===== src/rtl/dac7611_serial_rx.sv =====
// Loopback receiver for the DAC7611 3-wire load interface: rebuilds 12-bit
// MSB-first words from the header lines, latches them on LD and flags bad frames.
module dac7611_serial_rx #(
  parameter int SYNC_STAGES = 2,
  parameter int CNT_W       = 16
) (
  input  logic             clk,
  input  logic             reset,
  input  logic             sclk_i,
  input  logic             sdi_i,
  input  logic             ld_n_i,
  input  logic             clr_n_i,
  output logic [11:0]      dac_code_o,
  output logic             code_valid_o,
  output logic             clr_seen_o,
  output logic             len_err_o,
  output logic             edge_err_o,
  output logic [CNT_W-1:0] frame_cnt_o,
  output logic [7:0]       err_cnt_o
);

  // state   | meaning
  // IDLE    | no bits since last load (bit_cnt = 0)
  // SHIFT   | at least one bit received, LD high
  // HOLD    | LD low; sclk rises here are errors
  localparam logic [1:0] ST_IDLE  = 2'd0;
  localparam logic [1:0] ST_SHIFT = 2'd1;
  localparam logic [1:0] ST_HOLD  = 2'd2;

  // Synchronizer bit order: {clr_n, ld_n, sdi, sclk}; resets high so no false edges.
  logic [3:0] sync_q [SYNC_STAGES];
  logic [2:0] prev_q;

  always_ff @(posedge clk or posedge reset) begin
    if (reset) begin
      for (int i = 0; i < SYNC_STAGES; i++) sync_q[i] <= 4'hF;
      prev_q <= 3'b111;
    end else begin
      sync_q[0] <= {clr_n_i, ld_n_i, sdi_i, sclk_i};
      for (int i = 1; i < SYNC_STAGES; i++) sync_q[i] <= sync_q[i-1];
      prev_q <= {sync_q[SYNC_STAGES-1][3], sync_q[SYNC_STAGES-1][2], sync_q[SYNC_STAGES-1][0]};
    end
  end

  logic sclk_s, sdi_s, ld_s, clr_s;
  assign sclk_s = sync_q[SYNC_STAGES-1][0];
  assign sdi_s  = sync_q[SYNC_STAGES-1][1];
  assign ld_s   = sync_q[SYNC_STAGES-1][2];
  assign clr_s  = sync_q[SYNC_STAGES-1][3];

  logic sclk_rise, ld_fall, ld_rise, clr_fall;
  assign sclk_rise = sclk_s & ~prev_q[0];
  assign ld_fall   = ~ld_s & prev_q[1];
  assign ld_rise   = ld_s & ~prev_q[1];
  assign clr_fall  = ~clr_s & prev_q[2];

  logic [1:0]       state_q, state_d;
  logic [11:0]      sr_q, sr_d;
  logic [3:0]       bit_cnt_q, bit_cnt_d;
  logic [11:0]      dac_code_q, dac_code_d;
  logic             code_valid_q, clr_seen_q, len_err_q, edge_err_q;
  logic [CNT_W-1:0] frame_cnt_q, frame_cnt_d;
  logic [7:0]       err_cnt_q, err_cnt_d;

  // An edge is judged against the current LD level, so a simultaneous LD fall rejects it.
  logic shift_en, edge_bad, load, len_bad, good;
  logic [8:0] err_sum;
  assign shift_en = sclk_rise & ld_s;
  assign edge_bad = sclk_rise & ~ld_s;
  assign load     = ld_fall & clr_s;
  assign good     = load & (bit_cnt_q == 4'd12);
  assign len_bad  = load & (bit_cnt_q != 4'd12);
  assign err_sum  = {1'b0, err_cnt_q} + {8'd0, len_bad} + {8'd0, edge_bad};

  always_comb begin
    state_d     = state_q;
    sr_d        = sr_q;
    bit_cnt_d   = bit_cnt_q;
    dac_code_d  = dac_code_q;
    frame_cnt_d = frame_cnt_q;
    err_cnt_d   = (err_sum > 9'd255) ? 8'hFF : err_sum[7:0];

    if (shift_en) begin
      sr_d = {sr_q[10:0], sdi_s};
      if (bit_cnt_q != 4'd15) bit_cnt_d = bit_cnt_q + 4'd1;
    end
    if (ld_fall) bit_cnt_d = 4'd0;
    if (load) dac_code_d = sr_q;
    if (good) frame_cnt_d = frame_cnt_q + 1'b1;
    if (!clr_s) dac_code_d = 12'h000;

    case (state_q)
      ST_IDLE:  if (ld_fall) state_d = ST_HOLD; else if (shift_en) state_d = ST_SHIFT;
      ST_SHIFT: if (ld_fall) state_d = ST_HOLD;
      ST_HOLD:  if (ld_rise) state_d = shift_en ? ST_SHIFT : ST_IDLE;
      default:  state_d = ST_IDLE;
    endcase
  end

  always_ff @(posedge clk or posedge reset) begin
    if (reset) begin
      state_q      <= ST_IDLE;
      sr_q         <= 12'h000;
      bit_cnt_q    <= 4'd0;
      dac_code_q   <= 12'h000;
      code_valid_q <= 1'b0;
      clr_seen_q   <= 1'b0;
      len_err_q    <= 1'b0;
      edge_err_q   <= 1'b0;
      frame_cnt_q  <= '0;
      err_cnt_q    <= 8'd0;
    end else begin
      state_q      <= state_d;
      sr_q         <= sr_d;
      bit_cnt_q    <= bit_cnt_d;
      dac_code_q   <= dac_code_d;
      code_valid_q <= load;
      clr_seen_q   <= clr_fall;
      len_err_q    <= len_bad;
      edge_err_q   <= edge_bad;
      frame_cnt_q  <= frame_cnt_d;
      err_cnt_q    <= err_cnt_d;
    end
  end

  assign dac_code_o   = dac_code_q;
  assign code_valid_o = code_valid_q;
  assign clr_seen_o   = clr_seen_q;
  assign len_err_o    = len_err_q;
  assign edge_err_o   = edge_err_q;
  assign frame_cnt_o  = frame_cnt_q;
  assign err_cnt_o    = err_cnt_q;

endmodule


===== config.mk =====
export PLATFORM = sky130hd
export DESIGN_NAME = dac7611_serial_rx
export DESIGN_NICKNAME = d
export VERILOG_FILES = /design/src/rtl/dac7611_serial_rx.sv
export SDC_FILE = /design/constraint.sdc
export NUM_CORES = 1
export LEC_CHECK = 0
export ABC_AREA = 1
export ABC_CLOCK_PERIOD_IN_PS = 4600
export CORE_MARGIN = 1
export CORE_UTILIZATION = 55
export CTS_BUF_LIST = sky130_fd_sc_hd__clkbuf_4
export CTS_CLUSTER_SIZE = 12
export DETAILED_ROUTE_END_ITERATION = 8
export PLACE_DENSITY = 0.82
export SYNTH_ARGS = -nofsm -noshare
export SYNTH_HDL_FRONTEND = slang
export SYNTH_SLANG_ARGS = --single-unit

===== constraint.sdc =====
create_clock -name clk -period 4.6 [get_ports clk]
set_input_delay 0.92 -clock clk [delete_from_list [all_inputs] [get_ports clk]]
set_output_delay 0.92 -clock clk [all_outputs]
set_load 0.1 [all_outputs]

Yosys cells after proc, flatten, opt, wreduce, memory -nomap -nowiden
Cells that the tools add are included.
{ "totals": {"regBits": 67, "latch_bits": 0, "mem_bits_rw": 0, "mem_bits_ro": 0, "in_bits": 6, "wordCells": 41, "mem_count": 0} }
{ "op_classes": {"add_sub_neg": 4, "multipliers": 0, "n_div": 0, "order_cmp": 1, "n_eq_ne": 4, "shifts": 0, "mux": 6, "n_bitwise": 11, "n_reduce_logical": 3} }
{ "op_table": {"columns": ["op", "n"], "rows": [
  ["12-bit 2-to-1 mux", 2],
  ["16-bit by 1-bit adder with 16-bit output (second input constant)", 1],
  ["4-bit 2-to-1 mux", 3],
  ["8-bit by 1-bit adder with 9-bit output", 1],
  ["9-bit by 1-bit adder with 9-bit output", 1],
  ["9-bit by 8-bit > comparator with 1-bit output (second input constant)", 1],
  ["1-bit AND", 8],
  ["8-bit 2-to-1 mux", 1],
  ["4-bit inequality test (second input constant)", 2],
  ["4-bit by 1-bit adder with 4-bit output (second input constant)", 1],
  ["4-bit equality test (second input constant)", 1],
  ["2-bit nonzero test", 2],
  ["1-bit NOT", 3],
  ["2-bit by 1-bit inequality test with 1-bit output (second input constant)", 1],
  ["2-bit AND reduction", 1]
]} }

Depth between registers and ports, before layout
{ "logic_depth": {"word_depth": 8, "mapped_depth": 12, "depth_no_buf": 12} }

Worst setup path after synthesis
OpenSTA, ideal clock, no wires.
{ "synth_timing": {"path_kind": "register -> register", "startpoint": "reg sync_q (netlist bit ld_s)", "endpoint": "reg err_cnt_q[2], in the netlist err_cnt_o[2]", "setup_time_ps": 141, "t_arrival_ps": 2119, "required_ps": 4459, "setup_slack_ps": 2340, "stages_incl_launch_ff": 11, "n_path_buf": 1, "cell_sequence": "dfstp_2 -> nor2_1 -> nand2_1 -> clkbuf_1 -> nor2_1 -> fa_1 -> ha_1 -> nand2_1 -> nor2_1 -> nand4_1 -> o21ai_0"} }
{ "synth_via": {"elab_chain_len": 8} }
{ "synth_rtl": {"columns": ["item", "line", "rtl"], "rows": [
  ["start, declared", "31", "logic [3:0] sync_q [SYNC_STAGES];"],
  ["1-bit NOT *", "53", "assign ld_fall = ~ld_s & prev_q[1];"],
  ["1-bit AND *", "53", null],
  ["1-bit AND *", "70", "assign load = ld_fall & clr_s;"],
  ["1-bit AND *", "72", "assign len_bad = load & (bit_cnt_q != 4'd12);"],
  ["net len_bad", "66", "logic shift_en, edge_bad, load, len_bad, good;"],
  ["8-bit by 1-bit adder with 9-bit output *", "73", "assign err_sum = {1'b0, err_cnt_q} + {8'd0, len_bad} + {8'd0, edge_bad};"],
  ["9-bit by 1-bit adder with 9-bit output *", "73", null],
  ["9-bit by 8-bit > comparator with 1-bit output", "81", "err_cnt_d = (err_sum > 9'd255) ? 8'hFF : err_sum[7:0];"],
  ["8-bit 2-to-1 mux *", "81", null],
  ["net err_cnt_d[2]", "63", "logic [7:0] err_cnt_q, err_cnt_d;"],
  ["end signal, assigned", "122", "err_cnt_q <= err_cnt_d;"],
  ["end, declared", "63", null]
]} }
The timed path passes the listed nets; every way through them passes the cells marked *.
A chain may end at the register's enable or synchronous reset.

Worst setup path in the final report
{ "layout_timing": {"startpoint": "reg frame_cnt_q[5], in the netlist frame_cnt_o[5]", "endpoint": "out frame_cnt_o[5]"} }
{ "layout_lines": {"columns": ["item", "line", "rtl"], "rows": [
  ["start, declared", "62", "logic [CNT_W-1:0] frame_cnt_q, frame_cnt_d;"],
  ["start signal, assigned", "121", "frame_cnt_q <= frame_cnt_d;"],
  ["end, declared", "18", "output logic [CNT_W-1:0] frame_cnt_o,"]
]} }
No word-level cell between the ends.

==> results.py <==
metrics = {
    "layout": {
        "fillers": 378,
        "layout-drive-gt1-share": 0.117,
        "final_cell_mix": "nand2_1 (76), dfrtp_1 (56), clkdlybuf4s50_1 (45), inv_1 (38), o21ai_0 (31)",
        "utilization": 0.725,
        "layout_commonest_cell": "nand2_1",
        "final_nets": 373,
        "area_growth_pct": 22.8,
        "n_antenna_cell": 0,
    },
    "yosys": {
        "syn_avg_cell_area_um2": 9.30,
        "synth_cells": 310,
        "synth_nets": 321,
        "yosys.area_share.simple": 0.236,
        "synthMuxAreaShare": 0,
        "ys_types": 29,
        "ys_seq_area_frac": 0.587,
        "syn-cell-area_um2": 2880,
        "synth_top_family_by_area": "simple AND/OR/NAND/NOR gates",
        "synth_fa_ha_area_frac": 0.0243,
        "synth_compound_area_frac": 0.0651,
        "synth_warnings": 0,
        "ys_ff_latch": 67,
        "synth_xor_area_frac": 0.0274,
    },
    "die": {
        "start_util": 0.591,
        "row_count": 25,
        "die_area_um2": 5530,
        "pin_count": 46,
        "core-area_um2": 4880,
        "dieHeight_um": 74.4,
        "die_x_um": 74.4,
    },
    "routing": {
        "firstDrtPassIters": 4,
        "drc_errors": 0,
        "dr_total_vias": 2223,
        "viasPerCell": 5.12,
        "avgRoutedWirePerCell_um": 12.6,
        "drt_iter0_drc": 144,
        "ant_nets": 0,
        "wl_um": 5460,
    },
    "global_routing": {
        "grt_pass1_vias": 2039,
        "gr-total-overflow": 0,
        "grt_pass1_wl_um": 9250,
        "antenna_found_initial": 0,
        "grt_max_degree": 38,
        "grtUsageTotal": 0.229,
    },
    "clocking": {
        "cts_setup_buffers": 0,
        "cts_sinks": 67,
        "clk_pin_slew_ps": 100,
        "insertion_delay_ps": 410,
        "post_cts_resize_count": 0,
        "cts_buffers": 9,
        "htreeDepth": 3,
        "cts_tree": "built",
        "clockBufferDepth": 2,
        "cts-root-buf": "clkbuf_4",
        "ctsHoldBuffers": 0,
    },
    "sta": {
        "relSlewSlack": 0.335,
        "finalSetupViolCount": 0,
        "finalCritPeriodShare": 0.640,
        "rsz0062_at_grt": "false",
        "period_needed_ps": 2950,
        "fmax_ghz": 0.339,
        "hold_violations": 0,
        "tightest_slew_ps": 995,
        "setup_ws_ps": 1650,
        "fin_worst_skew_ps": 12.7,
        "tns_ps": 0,
        "timing.hold.ws_ps": 359,
        "slew_violations": 0,
    },
    "critical_path": {
        "crit_type": "flop to primary output",
        "critical_path_required_ps": 3680,
        "crit_buf_inv": 1,
        "arrival_ps": 2030,
        "end_kind": "primary output",
        "crit_path_max_incr_delay_ps": 1170,
        "startpoint_type": "flop",
        "crit_slowest_cell": "clkdlybuf4s50_1",
        "worstPathCellList": "clkdlybuf4s50_1",
        "critPathMaxFanout": 6,
        "cp_top_family": "buffers and inverters",
    },
    "pwr": {
        "total_power_w": 0.00152,
        "power_density_nw_per_um2": 429,
        "leakage_nw": 1.67,
        "ir_drop_uv": 360,
    },
    "placed_design": {
        "dpl.hpwl_um": 3870,
        "gp_congestion": 0.839,
        "io_buffers": 45,
        "dp_slack_ps": 2090,
    },
    "worst_hold_path": {
        "hold_class": "flop to flop",
    },
    "run_status": {
        "status": "completed",
    },
    "flow_run": {
        "cap_violations": 0,
    },
}
-- synthesized netlist by cell type --
| cell | count | share of area |
|---|---|---|
| inv_1 | 39 | 0.051 |
| buf_2 | 1 | 0.0017 |
| nor2_8 | 1 | 0.0069 |
| inv_2 | 2 | 0.0026 |
| o21bai_1 | 1 | 0.0026 |
| nand3b_1 | 2 | 0.0052 |
| nor3_1 | 1 | 0.0017 |
| o21ai_0 | 31 | 0.054 |
| fa_1 | 1 | 0.0069 |
| nand3_1 | 23 | 0.040 |
| nor2_4 | 3 | 0.012 |
| o21bai_2 | 1 | 0.0039 |
| dfrtp_1 | 56 | 0.49 |
| dfstp_2 | 11 | 0.10 |
| o21ai_2 | 1 | 0.0030 |
| xor2_1 | 6 | 0.018 |
| a21oi_1 | 1 | 0.0017 |
| nand2_2 | 1 | 0.0022 |
| nand2_1 | 76 | 0.099 |
| ha_1 | 4 | 0.017 |
| xnor2_1 | 3 | 0.0091 |
| nand4_1 | 5 | 0.011 |
| nor2_1 | 30 | 0.039 |
| nor3_2 | 1 | 0.0035 |
| nor2_2 | 1 | 0.0022 |
| clkbuf_1 | 4 | 0.0052 |
| nand3_2 | 2 | 0.0069 |
| nand2_4 | 1 | 0.0039 |
| or2_4 | 1 | 0.0030 |
-- final cells by class --
| class | instances | area, um2 | share of cell area |
|---|---|---|---|
| Tap cell | 67 | 83.8 | 0.0237 |
| Clock inverter | 4 | 43.8 | 0.0124 |
| Timing Repair Buffer | 46 | 458 | 0.129 |
| Sequential cell | 67 | 1690 | 0.478 |
| Clock buffer | 12 | 90.1 | 0.0255 |
| Multi-Input combinational cell | 197 | 1020 | 0.288 |
| Inverter | 41 | 154 | 0.0435 |
-- layer usage --
| layer | global-route usage | part of all wire |
|---|---|---|
| met5 | 0 | 0 |
| met4 | 0.113 | 0.023 |
| met3 | 0.0650 | 0.038 |
| met2 | 0.345 | 0.50 |
| met1 | 0.307 | 0.44 |
-- worst paths after layout --
| check | startpoint | endpoint | slack, ps | cells after the start |
|---|---|---|---|---|
| min in group asynchronous | reset | frame_cnt_o[11] | 960 | 2 |
| max in group asynchronous | reset | clr_s | 2730 | 3 |
| max reg2reg | clr_s | err_cnt_o[3] | 2050 | 8 |
| min reg2reg | sync_q[4] | sclk_s | 360 | 0 |
| min | sync_q[4] | sclk_s | 360 | 0 |
| max | frame_cnt_o[5] | frame_cnt_o[5] | 1650 | 1 |
-- power by group --
group,switching [W],total (W),internal [W]
Clock,0.000194,0.000375,0.000181
Combinational,0.000339,0.000439,0.000101
Sequential,0.0000482,0.000704,0.000656
-- flip-flops by register name, summed over array words and instances, names as in the netlist, 3 cells and up --
name	flops
sr_q	12
sync_q	4
frame_cnt_o	16
err_cnt_o	8
bit_cnt_q	4
prev_q	3
dac_code_o	12
-- logic make-up (layout without fill, tap and decap cells) --
kind of cell | Yosys count | after routing
and+or+nand+nor | 148 | 148
buffers and inverters | 46 | 103
DFF | 67 | 67
xor gates and xnor gates | 9 | 9
AOI/OAI and AO/OA | 35 | 35
adders and majority gates | 5 | 5
-- stage by stage --
stage          cell area (um2)  std cells
2_1_floorplan             2880        310
3_3_place_gp              3400        418
3_5_place_dp              3400        418
4_1_cts                   3540        434
5_1_grt                   3540        434
6_report                  3540        434
Note: power is estimated with default switching activity, not from simulation.
